===== src/rtl/pulse_trigger_gen.sv =====
// rtl/pulse_trigger_gen.sv - re-armable delayed single/burst/free-running trigger pulse generator
module pulse_trigger_gen #(
    parameter int unsigned CNT_W    = 32,
    parameter int unsigned DELAY    = 10000000,
    parameter int unsigned PULSE_W  = 1,
    parameter int unsigned PERIOD   = 1000000,
    parameter int unsigned REPEAT   = 1,
    parameter int unsigned AUTO_ARM = 1,
    parameter int unsigned PCNT_W   = 16
) (
    input  logic              clk,
    input  logic              rst,
    input  logic              arm,
    input  logic              abort,
    output logic              tx_start,
    output logic              busy,
    output logic              done,
    output logic [PCNT_W-1:0] pulse_cnt
);

    if (DELAY == 0 || PERIOD < 2 || PULSE_W == 0 || PULSE_W >= PERIOD) begin : g_bad_params
        $error("pulse_trigger_gen: illegal DELAY/PULSE_W/PERIOD combination");
    end

    // Counter compare points; the counter restarts at 0 on every rising edge of tx_start.
    localparam logic [CNT_W-1:0]  DLY_LAST = CNT_W'(DELAY - 1);
    localparam logic [CNT_W-1:0]  PW_LAST  = CNT_W'(PULSE_W - 1);
    localparam logic [CNT_W-1:0]  PER_LAST = CNT_W'(PERIOD - 1);
    // A finite sequence ends one cycle before the period that would start the next pulse.
    localparam logic [CNT_W-1:0]  PER_END  = CNT_W'(PERIOD - 2);
    // When the pulse falls on the very edge that ends the last period, HIGH goes straight to DONE.
    localparam bit                FALL_IS_END = (PULSE_W == PERIOD - 1);
    localparam bit                FINITE      = (REPEAT != 0);
    localparam logic [PCNT_W-1:0] REP_CNT     = PCNT_W'(REPEAT);

    typedef enum logic [2:0] {
        S_IDLE,
        S_DELAY,
        S_HIGH,
        S_LOW,
        S_DONE
    } state_t;

    state_t            state, state_nxt;
    logic [CNT_W-1:0]  cnt, cnt_nxt;
    logic              tx_nxt, busy_nxt, done_nxt;
    logic [PCNT_W-1:0] pcnt_nxt;
    logic              auto_pend;
    logic              arm_req;
    logic              last_pulse;

    assign arm_req    = arm | auto_pend;
    assign last_pulse = FINITE && (pulse_cnt == REP_CNT);

    // State, counter and registered outputs; auto-arm is pending only on the first edge after reset.
    always_ff @(posedge clk) begin
        if (rst) begin
            state     <= S_IDLE;
            cnt       <= '0;
            tx_start  <= 1'b0;
            busy      <= 1'b0;
            done      <= 1'b0;
            pulse_cnt <= '0;
            auto_pend <= (AUTO_ARM != 0);
        end else begin
            state     <= state_nxt;
            cnt       <= cnt_nxt;
            tx_start  <= tx_nxt;
            busy      <= busy_nxt;
            done      <= done_nxt;
            pulse_cnt <= pcnt_nxt;
            auto_pend <= 1'b0;
        end
    end

    // Next-state and next-output logic; abort overrides arm and every state transition.
    always_comb begin
        state_nxt = state;
        cnt_nxt   = cnt + 1'b1;
        tx_nxt    = tx_start;
        busy_nxt  = busy;
        done_nxt  = done;
        pcnt_nxt  = pulse_cnt;

        if (abort) begin
            state_nxt = S_IDLE;
            cnt_nxt   = '0;
            tx_nxt    = 1'b0;
            busy_nxt  = 1'b0;
            done_nxt  = 1'b0;
        end else begin
            case (state)
                S_IDLE, S_DONE: begin
                    cnt_nxt = cnt;
                    if (arm_req) begin
                        state_nxt = S_DELAY;
                        cnt_nxt   = '0;
                        tx_nxt    = 1'b0;
                        busy_nxt  = 1'b1;
                        done_nxt  = 1'b0;
                        pcnt_nxt  = '0;
                    end
                end
                S_DELAY: begin
                    if (cnt == DLY_LAST) begin
                        state_nxt = S_HIGH;
                        cnt_nxt   = '0;
                        tx_nxt    = 1'b1;
                        pcnt_nxt  = pulse_cnt + 1'b1;
                    end
                end
                S_HIGH: begin
                    if (cnt == PW_LAST) begin
                        tx_nxt = 1'b0;
                        if (FALL_IS_END && last_pulse) begin
                            state_nxt = S_DONE;
                            cnt_nxt   = '0;
                            busy_nxt  = 1'b0;
                            done_nxt  = 1'b1;
                        end else begin
                            state_nxt = S_LOW;
                        end
                    end
                end
                S_LOW: begin
                    if (last_pulse && cnt == PER_END) begin
                        state_nxt = S_DONE;
                        cnt_nxt   = '0;
                        busy_nxt  = 1'b0;
                        done_nxt  = 1'b1;
                    end else if (cnt == PER_LAST) begin
                        state_nxt = S_HIGH;
                        cnt_nxt   = '0;
                        tx_nxt    = 1'b1;
                        pcnt_nxt  = pulse_cnt + 1'b1;
                    end
                end
                default: begin
                    state_nxt = S_IDLE;
                    cnt_nxt   = '0;
                    tx_nxt    = 1'b0;
                    busy_nxt  = 1'b0;
                    done_nxt  = 1'b0;
                end
            endcase
        end
    end

endmodule

===== config.mk =====
export PLATFORM = sky130hd
export DESIGN_NAME = pulse_trigger_gen
export DESIGN_NICKNAME = d
export VERILOG_FILES = /design/src/rtl/pulse_trigger_gen.sv
export SDC_FILE = /design/constraint.sdc
export NUM_CORES = 1
export LEC_CHECK = 0
export CORE_ASPECT_RATIO = 0.8
export CORE_MARGIN = 2
export CORE_UTILIZATION = 30
export CTS_BUF_LIST = sky130_fd_sc_hd__clkbuf_4
export DETAILED_ROUTE_END_ITERATION = 8
export HOLD_SLACK_MARGIN = 0.06
export SYNTH_ARGS = -nofsm -noshare
export SYNTH_HDL_FRONTEND = slang
export SYNTH_SLANG_ARGS = --single-unit

===== constraint.sdc =====
create_clock -name clk -period 2.3 [get_ports clk]
set_input_delay 0.46 -clock clk [delete_from_list [all_inputs] [get_ports clk]]
set_output_delay 0.46 -clock clk [all_outputs]
set_load 0.02 [all_outputs]

==> results of run 1 <==
-- timing repair --
item / CTS / global route
hold buffers: 0 / 0
gates resized for setup: 18 / 38
pin swaps: 7 / 11
endpoints found under the setup margin: 34 / 39
cloned: 0 / 2
buffers inserted: 3 / 4
-- layer usage --
| layer | GRT usage (%) | up-vias | wire, um |
|---|---|---|---|
| li1 | - | 1784 | - |
| met1 | 27.8 | 1770 | 5360 |
| met2 | 26.1 | 119 | 4620 |
| met3 | 2.64 | 10 | 647 |
| met4 | 3.85 | 0 | 101 |
| met5 | 0 | - | 0 |
-- registers in the layout (all words and copies together), names as in the netlist --
| register | count |
|---|---|
| auto_pend | 1 |
| tx_start | 1 |
| state | 3 |
| busy | 1 |
| cnt | 32 |
| pulse_cnt | 16 |
| done | 1 |
-- metrics by stage --
stage	setup TNS, ps	setup WS, ps
2_1_floorplan	-35.7	-12.5
3_3_place_gp	-931	-115
3_5_place_dp	-1940	-161
4_1_cts	-13.8	-10.1
5_1_grt	-2120	-128
6_report	-91.7	-30.3
-- cells in the final DEF, fill, tap and decap left out, types with 6 or more instances in the layout --
master	Yosys	layout
o21ai_0	22	20
dfxtp_2	0	10
and2_1	7	7
nor4_4	2	8
nand3_1	21	21
inv_1	13	11
buf_4	1	106
clkbuf_4	0	6
and3_1	13	13
nand2_1	45	45
clkdlybuf4s50_1	0	22
a21o_1	6	6
or4_1	8	6
a31oi_1	19	18
nand4_1	17	17
dfxtp_1	55	44
a21oi_1	26	25
nor2_1	22	21
nor3_1	8	6
-- synth_stat cells, types with 8 or more instances --
master / number / area (um^2)
clkbuf_1: 12 / 45.0
nor2_1: 22 / 82.6
nand3_1: 21 / 105
or4_1: 8 / 60.1
nor3_1: 8 / 40.0
nand4_1: 17 / 106
nand2_1: 45 / 169
a21oi_1: 26 / 130
dfxtp_1: 55 / 1100
and3_1: 13 / 81.3
o21ai_0: 22 / 110
a31oi_1: 19 / 119
inv_1: 13 / 48.8
-- power by group through the flow --
stage / Clock (mW) / Sequential, mW / Combinational, mW
2_1_floorplan: 0 / 0.989 / 0.114
3_3_place_gp: 0 / 0.987 / 0.221
3_5_place_dp: 0 / 0.987 / 0.222
4_1_cts: 0.455 / 0.967 / 0.232
5_1_grt: 0.481 / 0.967 / 0.276
6_report: 0.434 / 0.965 / 0.260
-- final timing paths --
check	startpoint	endpoint	slack [ps]
max	cnt[7]	pulse_cnt[15]	-30
min	done	done	520
max reg2reg	cnt[7]	pulse_cnt[15]	-30
min reg2reg	done	done	520
-- cell type report --
type | instances | area, um^2
clock buffers | 6 | 45.0
inverters | 14 | 52.6
flip-flops and latches | 55 | 1120
repair buffers | 134 | 1120
clock inverters | 2 | 7.51
multi-input cells | 311 | 2280
well taps | 140 | 175
fillers | 992 | 5600
-- critical path: cells and delay by family, from the launching register on --
| kind | cells | cell delay, ps |
|---|---|---|
| AO/OA/AOI/OAI | 3 | 730 |
| flip-flops | 1 | 380 |
| AND/OR/NAND/NOR | 3 | 1110 |
-- cell families after synthesis --
group	count (synthesis)	synth area share [%]
simple gates	180	32.1
fa+ha+maj	5	1.93
mux	1	0.308
buf+inv	33	4.16
compound gates	121	26.5
flops	55	33.9
xor+xnor	4	1.08
==> flow_summary.ini, run 1 <==
[floorplanning]
coreArea_mm2 = 0.0104
ios = 23
initial_core_util_pct = 31.2
fp.dieArea_mm2 = 0.0117
die_w_um = 120
num_rows = 33
die_h_um = 97.1

[placed_design]
numPortBuffers = 22
place_congestion = 0.872
dp.cells = 645
hpwl_mm = 7.60
place_area_mm2 = 0.00437

[routing]
vias = 3683
wl_per_cell_um = 16.2
drcViolationCount = 0
wirelength_mm = 10.7
initialDrtViolationCount = 357
postRouteAntennaNets = 0
via_per_inst = 5.56
firstDrtPassIters = 4

[critical_path]
cp.arrival_ps = 2600
rr_worst_depth = 6
cp-end-kind = flip-flop
crit_required_ps = 2570
critPathKind = flip-flop to flip-flop
path_cells = nor4_4 -> nand4_1 -> or4b_4 -> a31o_4 -> a211oi_2 -> o221ai_1
start_kind = flip-flop
cp_slowest_cell = or4b_4
critPathMaxFanout = 8
cpPeakStageDelay_ps = 620

[clock_tree]
cts_buffers = 5
clkTransAtPathRegs_ps = 160
cts.path.max_buffers = 2
htreeDepth = 2
cts_sinks = 55
clkLatencyLatePin_ps = 380
cts_tree = done
cts_root_buf = clkbuf_4

[timing]
tightest_slew_ps = 477
report.final.slew_viol_count = 0
hold_viol = 0
min_period_ps = 2330
fin_skew_ps = 9.54
hold_slack_ps = 516
setup_viol_count_final = 6
max_freq_mhz = 429
fin_crit_sh_pct = 101
worst_slack_ps = -30.3
slew_headroom_pct = 67.8
rsz0062_at_grt = yes

[synthesis]
ys_types = 60
async_flop_share_pct = 0
synth_nets = 408
syn_area_mm2 = 0.00325
seq_area_frac_synth_pct = 33.9
netlist_instances = 399
synth-warning-count = 0
yosys_register_bits = 55
synth_edf_count = 0
synth.avg_cell_area_um2 = 8.14
synthFlopType = dfxtp_1

[final_layout]
drive_gt1_share_pct = 35.1
nets = 530
final_area_mm2 = 0.00480
antenna_cells = 0
fin_cells = 662
post-route-util_pct = 46.1
area_growth_pct = 47.9

[power_and_ir_drop]
cellPowerDensity_mw_per_mm2 = 346
p_int_mw = 1.19
p_comb_share_pct = 15.6
pwr-share-clk_pct = 26.2
seqPwrFrac_pct = 58.2
p_sw_share_pct = 28.2
power.switching_mw = 0.467
leakage_nw = 1.83
finalPower_mw = 1.66
vdd_drop_max_mv = 0.207

[grt]
grt_util_all_layers_pct = 18.0
grt_pass1_wl_mm = 17.4
grt_max_degree = 27
grt_pass1_vias = 3432
overflow = 0
grt_antenna_before_repair = 0

[worst_hold_path]
hold_depth = 2
hold_path_class = flip-flop to flip-flop

[status]
status = finished, violations left
violations = negative setup slack

[job]
cap_viol_max_count = 0
Note: power is estimated with default switching activity, not from simulation.
==> run 2, diff against run 1 <==
--- a/config.mk
+++ b/config.mk
@@ -5,12 +5,15 @@
 export SDC_FILE = /design/constraint.sdc
 export NUM_CORES = 1
 export LEC_CHECK = 0
+export ABC_AREA = 1
 export CORE_ASPECT_RATIO = 0.8
 export CORE_MARGIN = 2
 export CORE_UTILIZATION = 30
 export CTS_BUF_LIST = sky130_fd_sc_hd__clkbuf_4
 export DETAILED_ROUTE_END_ITERATION = 8
 export HOLD_SLACK_MARGIN = 0.06
+export MAX_ROUTING_LAYER = met4
+export REMOVE_ABC_BUFFERS = 1
 export SYNTH_ARGS = -nofsm -noshare
 export SYNTH_HDL_FRONTEND = slang
 export SYNTH_SLANG_ARGS = --single-unit
==> flow_summary.ini, run 2 <==
[clock_tree]
ctsHoldBuffers = 0
post_cts_buffers = 0
cts_sinks = 55
cts_root_buf = clkbuf_4
cts.path.max_buffers = 2
htreeDepth = 2
clkTransAtPathRegs_ps = 160
cts_tree = done
cts_buffers = 5
cts_resized = 0
clkLatencyLatePin_ps = 380

[floorplanning]
die_h_um = 106
ios = 23
num_rows = 37
fp.dieArea_mm2 = 0.0140
die_w_um = 132
initial_core_util_pct = 30.6
coreArea_mm2 = 0.0128

[final_layout]
nets = 694
final_area_mm2 = 0.00442
drive_gt1_share_pct = 7.29
post-route-util_pct = 34.6
top_register = cnt
largestRegisters = cnt (32), pulse_cnt (16), state (3)
largest_reg_flops = 32
fin_cells = 862
final_common_cell = nand2_1
area_growth_pct = 13.0
layout_common_cells = 203 x nand2_1, 93 x nor2_1, 77 x inv_1, 69 x nand3_1, 55 x dfxtp_1

[power_and_ir_drop]
vdd_drop_max_mv = 0.259
cellPowerDensity_mw_per_mm2 = 404
p_int_mw = 1.27
finalPower_mw = 1.78
p_sw_share_pct = 28.6
leakage_nw = 1.84
p_comb_share_pct = 13.9
pwr-share-clk_pct = 30.8
power.switching_mw = 0.510
seqPwrFrac_pct = 55.2

[timing]
fin_skew_ps = 9.02
hold_slack_ps = 479
rsz0062_at_grt = yes
max_freq_mhz = 468
fin_crit_sh_pct = 93.0
setup_viol_count_final = 0
min_period_ps = 2140
worst_slack_ps = 161
tightest_slew_ps = 1080
report.final.slew_viol_count = 0
setup-tns-final_ps = 0
hold_viol = 0
slew_headroom_pct = 27.8

[worst_hold_path]
hold_depth = 2
hp-start = done
hold_path_class = flip-flop to flip-flop
holdPathEnd = done

[routing]
postRouteAntennaNets = 0
wl_met3_um = 560
vias = 4011
drcViolationCount = 0
via_per_inst = 4.65
wl_per_cell_um = 12.0
wl_met1_mm = 5.73
highest_layer = met4
wirelength_mm = 10.4
firstDrtPassIters = 5
initialDrtViolationCount = 256
routed-wl-met2_mm = 3.99

[placed_design]
dp.cells = 853
pre_cts_ws_ps = 239
numPortBuffers = 22
place_congestion = 0.942
place_area_mm2 = 0.00434
hpwl_mm = 7.73

[synthesis]
syn_area_mm2 = 0.00391
synth.avg_cell_area_um2 = 5.90
yosys_register_bits = 55
seq_area_frac_synth_pct = 28.2
synth_top_area_cell = dfxtp_1
synthTopCellsByCount = 203 x nand2_1, 93 x nor2_1, 77 x inv_1
async_flop_share_pct = 0
yosysMostFrequentCell = nand2_1
synth-warning-count = 0
synthTopCellsByArea = dfxtp_1 28%, nand2_1 19%, nor2_1 8.9%, nand3_1 8.8%, inv_1 7.4%
synth_edf_count = 0
yosysTopAreaCellShare_pct = 28.2
netlist_instances = 663
synthFlopType = dfxtp_1
ys_types = 33

[grt]
grt_max_degree = 29
grt_pass1_vias = 3380
grt_pass1_wl_mm = 17.3
grt_antenna_before_repair = 1
grt_util_all_layers_pct = 15.3
overflow = 0

[status]
status = finished, final reports clean

[critical_path]
critPathMaxFanout = 5
critPathKind = flip-flop to flip-flop
cp-end-kind = flip-flop
r2r_end = cnt[30]
crit-reg2reg-launch = cnt[1]
r2r_slack_ps = 160
rr_worst_depth = 9
start_kind = flip-flop
cp.arrival_ps = 2470
crit_required_ps = 2630

[job]
cap_viol_max_count = 0
[run 2: cell count changes in the layout (fill, tap and decap cells not counted), sizes merged, moves of 8 or more]
| cell | delta |
|---|---|
| or4 | -8 |
| a21oi | +12 |
| a31oi | -18 |
| nor4 | -12 |
| nor3 | +9 |
| nand2 | +166 |
| inv | +74 |
| o21ai | -10 |
| and3 | -13 |
| nor2 | +82 |
| xor2 | +13 |
| nand3 | +47 |
| buf | -100 |
[run 2: routing by layer]
metal	vias up	track usage, %
met4	0	2.80
met1	1770	24.4
met3	6	1.43
met2	100	20.6
met5	-	-
li1	2135	-
[run 2: cell type report]
type / count / area (um^2)
multi-input cells: 503 / 2390
clock buffers: 5 / 37.5
clock inverters: 3 / 38.8
well taps: 175 / 219
fillers: 1462 / 8360
diodes: 1 / 2.50
repair buffers: 32 / 295
flip-flops and latches: 55 / 1100
inverters: 88 / 330
[run 2: power by group through the flow]
stage,clock (mW),sequential [mW],combinational (mW)
detailed placement,0,1.00,0.251
global placement,0,1.00,0.252
finish,0.549,0.985,0.248
floorplan,0,1.01,0.136
global route,0.603,0.988,0.277
CTS,0.572,0.985,0.251
[run 2: cells by family (layout without fill, tap and decap cells)]
| group | count (synthesis) | in the layout | synth area share (%) |
|---|---|---|---|
| XOR/XNOR | 18 | 18 | 4.03 |
| adder cells (fa/ha/maj) | 5 | 5 | 1.60 |
| buffers and inverters | 105 | 128 | 10.8 |
| AO/OA/AOI/OAI | 62 | 62 | 8.77 |
| AND/OR/NAND/NOR | 418 | 418 | 46.7 |
| other | 0 | 1 | 0 |
| flip-flops | 55 | 55 | 28.2 |
[run 2: how the worst max path moves through the flow]
stage | from | endpoint | slack [ps] | cells after the start
after floorplan | state[0] | pulse_cnt[0] | -720 | 10
after global placement | cnt[1] | cnt[30] | 280 | 9
after detailed placement | cnt[1] | cnt[30] | 240 | 9
after CTS | cnt[1] | cnt[30] | 170 | 9
after global routing | cnt[0] | cnt[30] | -40 | 9
final | cnt[1] | cnt[30] | 160 | 9
[run 2: critical path, cell delays in order, from the launching register on]
cell	delay, ps
dfxtp_1	430
ha_1	260
nand3_1	190
nor2_2	210
nand2_1	180
nor2_2	280
nand2_1	130
o21bai_1	150
nand3_1	90
a21oi_1	160
==> run 3, diff against run 2 <==
--- a/config.mk
+++ b/config.mk
@@ -12,7 +12,6 @@
 export CTS_BUF_LIST = sky130_fd_sc_hd__clkbuf_4
 export DETAILED_ROUTE_END_ITERATION = 8
 export HOLD_SLACK_MARGIN = 0.06
-export MAX_ROUTING_LAYER = met4
 export REMOVE_ABC_BUFFERS = 1
 export SYNTH_ARGS = -nofsm -noshare
 export SYNTH_HDL_FRONTEND = slang
==> flow_summary.ini, run 3 (synthesis gave the netlist of run 2 again) <==
[timing]
min_period_ps = 2070
hold_slack_ps = 479
fin_crit_sh_pct = 90.1
slew_headroom_pct = 25.7
hold_viol = 0
rsz0062_at_grt = no
tightest_slew_ps = 1110
setup-tns-final_ps = 0
fin_skew_ps = 13.2
setup_viol_count_final = 0
report.final.slew_viol_count = 0
max_freq_mhz = 482

[worst_hold_path]
hold_path_class = flip-flop to flip-flop
holdPathEnd = done
hold_depth = 2
hp-start = done

[floorplanning]
coreArea_mm2 = 0.0128
initial_core_util_pct = 30.6
die_h_um = 106
fp.dieArea_mm2 = 0.0140
die_w_um = 132
ios = 23
num_rows = 37

[power_and_ir_drop]
cellPowerDensity_mw_per_mm2 = 402
p_sw_share_pct = 28.6
leakage_nw = 1.84
seqPwrFrac_pct = 55.3
vdd_drop_max_mv = 0.269
finalPower_mw = 1.78
pwr-share-clk_pct = 30.6
p_int_mw = 1.27
power.switching_mw = 0.509
p_comb_share_pct = 14.1

[placed_design]
hpwl_mm = 7.80
place_congestion = 0.921
numPortBuffers = 22
place_area_mm2 = 0.00435
dp.cells = 854

[grt]
grt_antenna_before_repair = 0
grt_pass1_vias = 3488
grt_util_all_layers_pct = 15.3
overflow = 0
grt_pass1_wl_mm = 17.8
grt_max_degree = 29

[final_layout]
final_common_cell = nand2_1
drive_gt1_share_pct = 7.42
largest_reg_flops = 32
layout_common_cells = 203 x nand2_1, 93 x nor2_1, 77 x inv_1, 69 x nand3_1, 55 x dfxtp_1
area_growth_pct = 13.3
nets = 695
top_register = cnt
antenna_cells = 0
fill_cells = 1459
largestRegisters = cnt (32), pulse_cnt (16), state (3)
final_area_mm2 = 0.00443
fin_cells = 862

[critical_path]
critPathKind = flip-flop to flip-flop
cpPeakStageDelay_ps = 440
start_kind = flip-flop
path_cells = ha_1 -> nand2_2 -> nor2_4 -> nand3_2 -> nor2_4 -> nand2_4 -> nand2_4 -> nand2_4 -> nor2_8 -> nand2_2 -> nand2_1 -> nand2_1 -> nor2_1
cp.arrival_ps = 2410
rr_worst_depth = 13
worst_path_most_repeated_cell = nand2_4
r2r_end = pulse_cnt[0]
r2r_slack_ps = 230
critPathMaxFanout = 15
cp_slowest_cell = dfxtp_1
crit-reg2reg-launch = cnt[0]
setup.worst_path.start = cnt[0]
cp-end-kind = flip-flop
crit_required_ps = 2630

[clock_tree]
cts_sinks = 55
clkLatencyLatePin_ps = 390
htreeDepth = 2
clkTransAtPathRegs_ps = 170
cts_tree = done
cts.path.max_buffers = 2
cts_root_buf = clkbuf_4
cts_buffers = 5
post_cts_buffers = 0

[routing]
drcViolationCount = 0
firstDrtPassIters = 4
wl_per_cell_um = 12.2
wirelength_mm = 10.5
vias = 3999
postRouteAntennaNets = 0
initialDrtViolationCount = 277
via_per_inst = 4.64

[status]
status = finished, final reports clean

[job]
cap_viol_max_count = 0
## run 3: layout make-up
| cell class | count | area (um^2) | share of cell area (%) |
|---|---|---|---|
| timing repair buffer | 33 | 303 | 6.84 |
| clock inverter | 3 | 38.8 | 0.876 |
| multi-input combinational | 503 | 2400 | 54.2 |
| inverter | 88 | 330 | 7.46 |
| sequential | 55 | 1100 | 24.9 |
| clock buffer | 5 | 37.5 | 0.848 |
| tap | 175 | 219 | 4.95 |
## run 3: critical path: cells and delay by family (launching register included)
family | cells | cell delay (ps)
and+or+nand+nor | 12 | 1330
DFF | 1 | 440
adders and majority gates | 1 | 250
## run 3: power groups by stage
stage,sequential (mW),clock [mW],combinational [mW]
after floorplan,1.01,0,0.136
after global placement,1.00,0,0.251
after detailed placement,1.00,0,0.250
after CTS,0.985,0.567,0.250
after global routing,0.988,0.603,0.278
final,0.985,0.545,0.251
## run 3: per-layer routing
metal | global-route usage [%] | vias up | part of all wire (%)
met5 | 0 | - | 0
met4 | 3.18 | 0 | 0.77
li1 | - | 2133 | -
met1 | 24.4 | 1765 | 55
met2 | 21.8 | 96 | 40
met3 | 1.48 | 5 | 4.4
## run 3: what timing repair did
item,4_1_cts,5_1_grt
endpoints found under the setup margin,0,1
resized for setup,0,1
hold buffers,0,0
## run 3: how the worst max path moves through the flow
stage                     cells past startpoint  slack [ps]            to
after floorplan                              10        -720  pulse_cnt[0]
after global placement                        9         290       cnt[30]
after detailed placement                      9         240       cnt[30]
after CTS                                     9         150       cnt[30]
after global routing                         13           7  pulse_cnt[1]
final                                        13         230  pulse_cnt[0]
## run 3: stage by stage
stage               util (%)  setup WS [ps]
global placement        34.0            289
CTS                     34.6            154
finish                  34.6            227
global route            34.6           7.13
detailed placement      34.0            237
floorplan                  -           -716
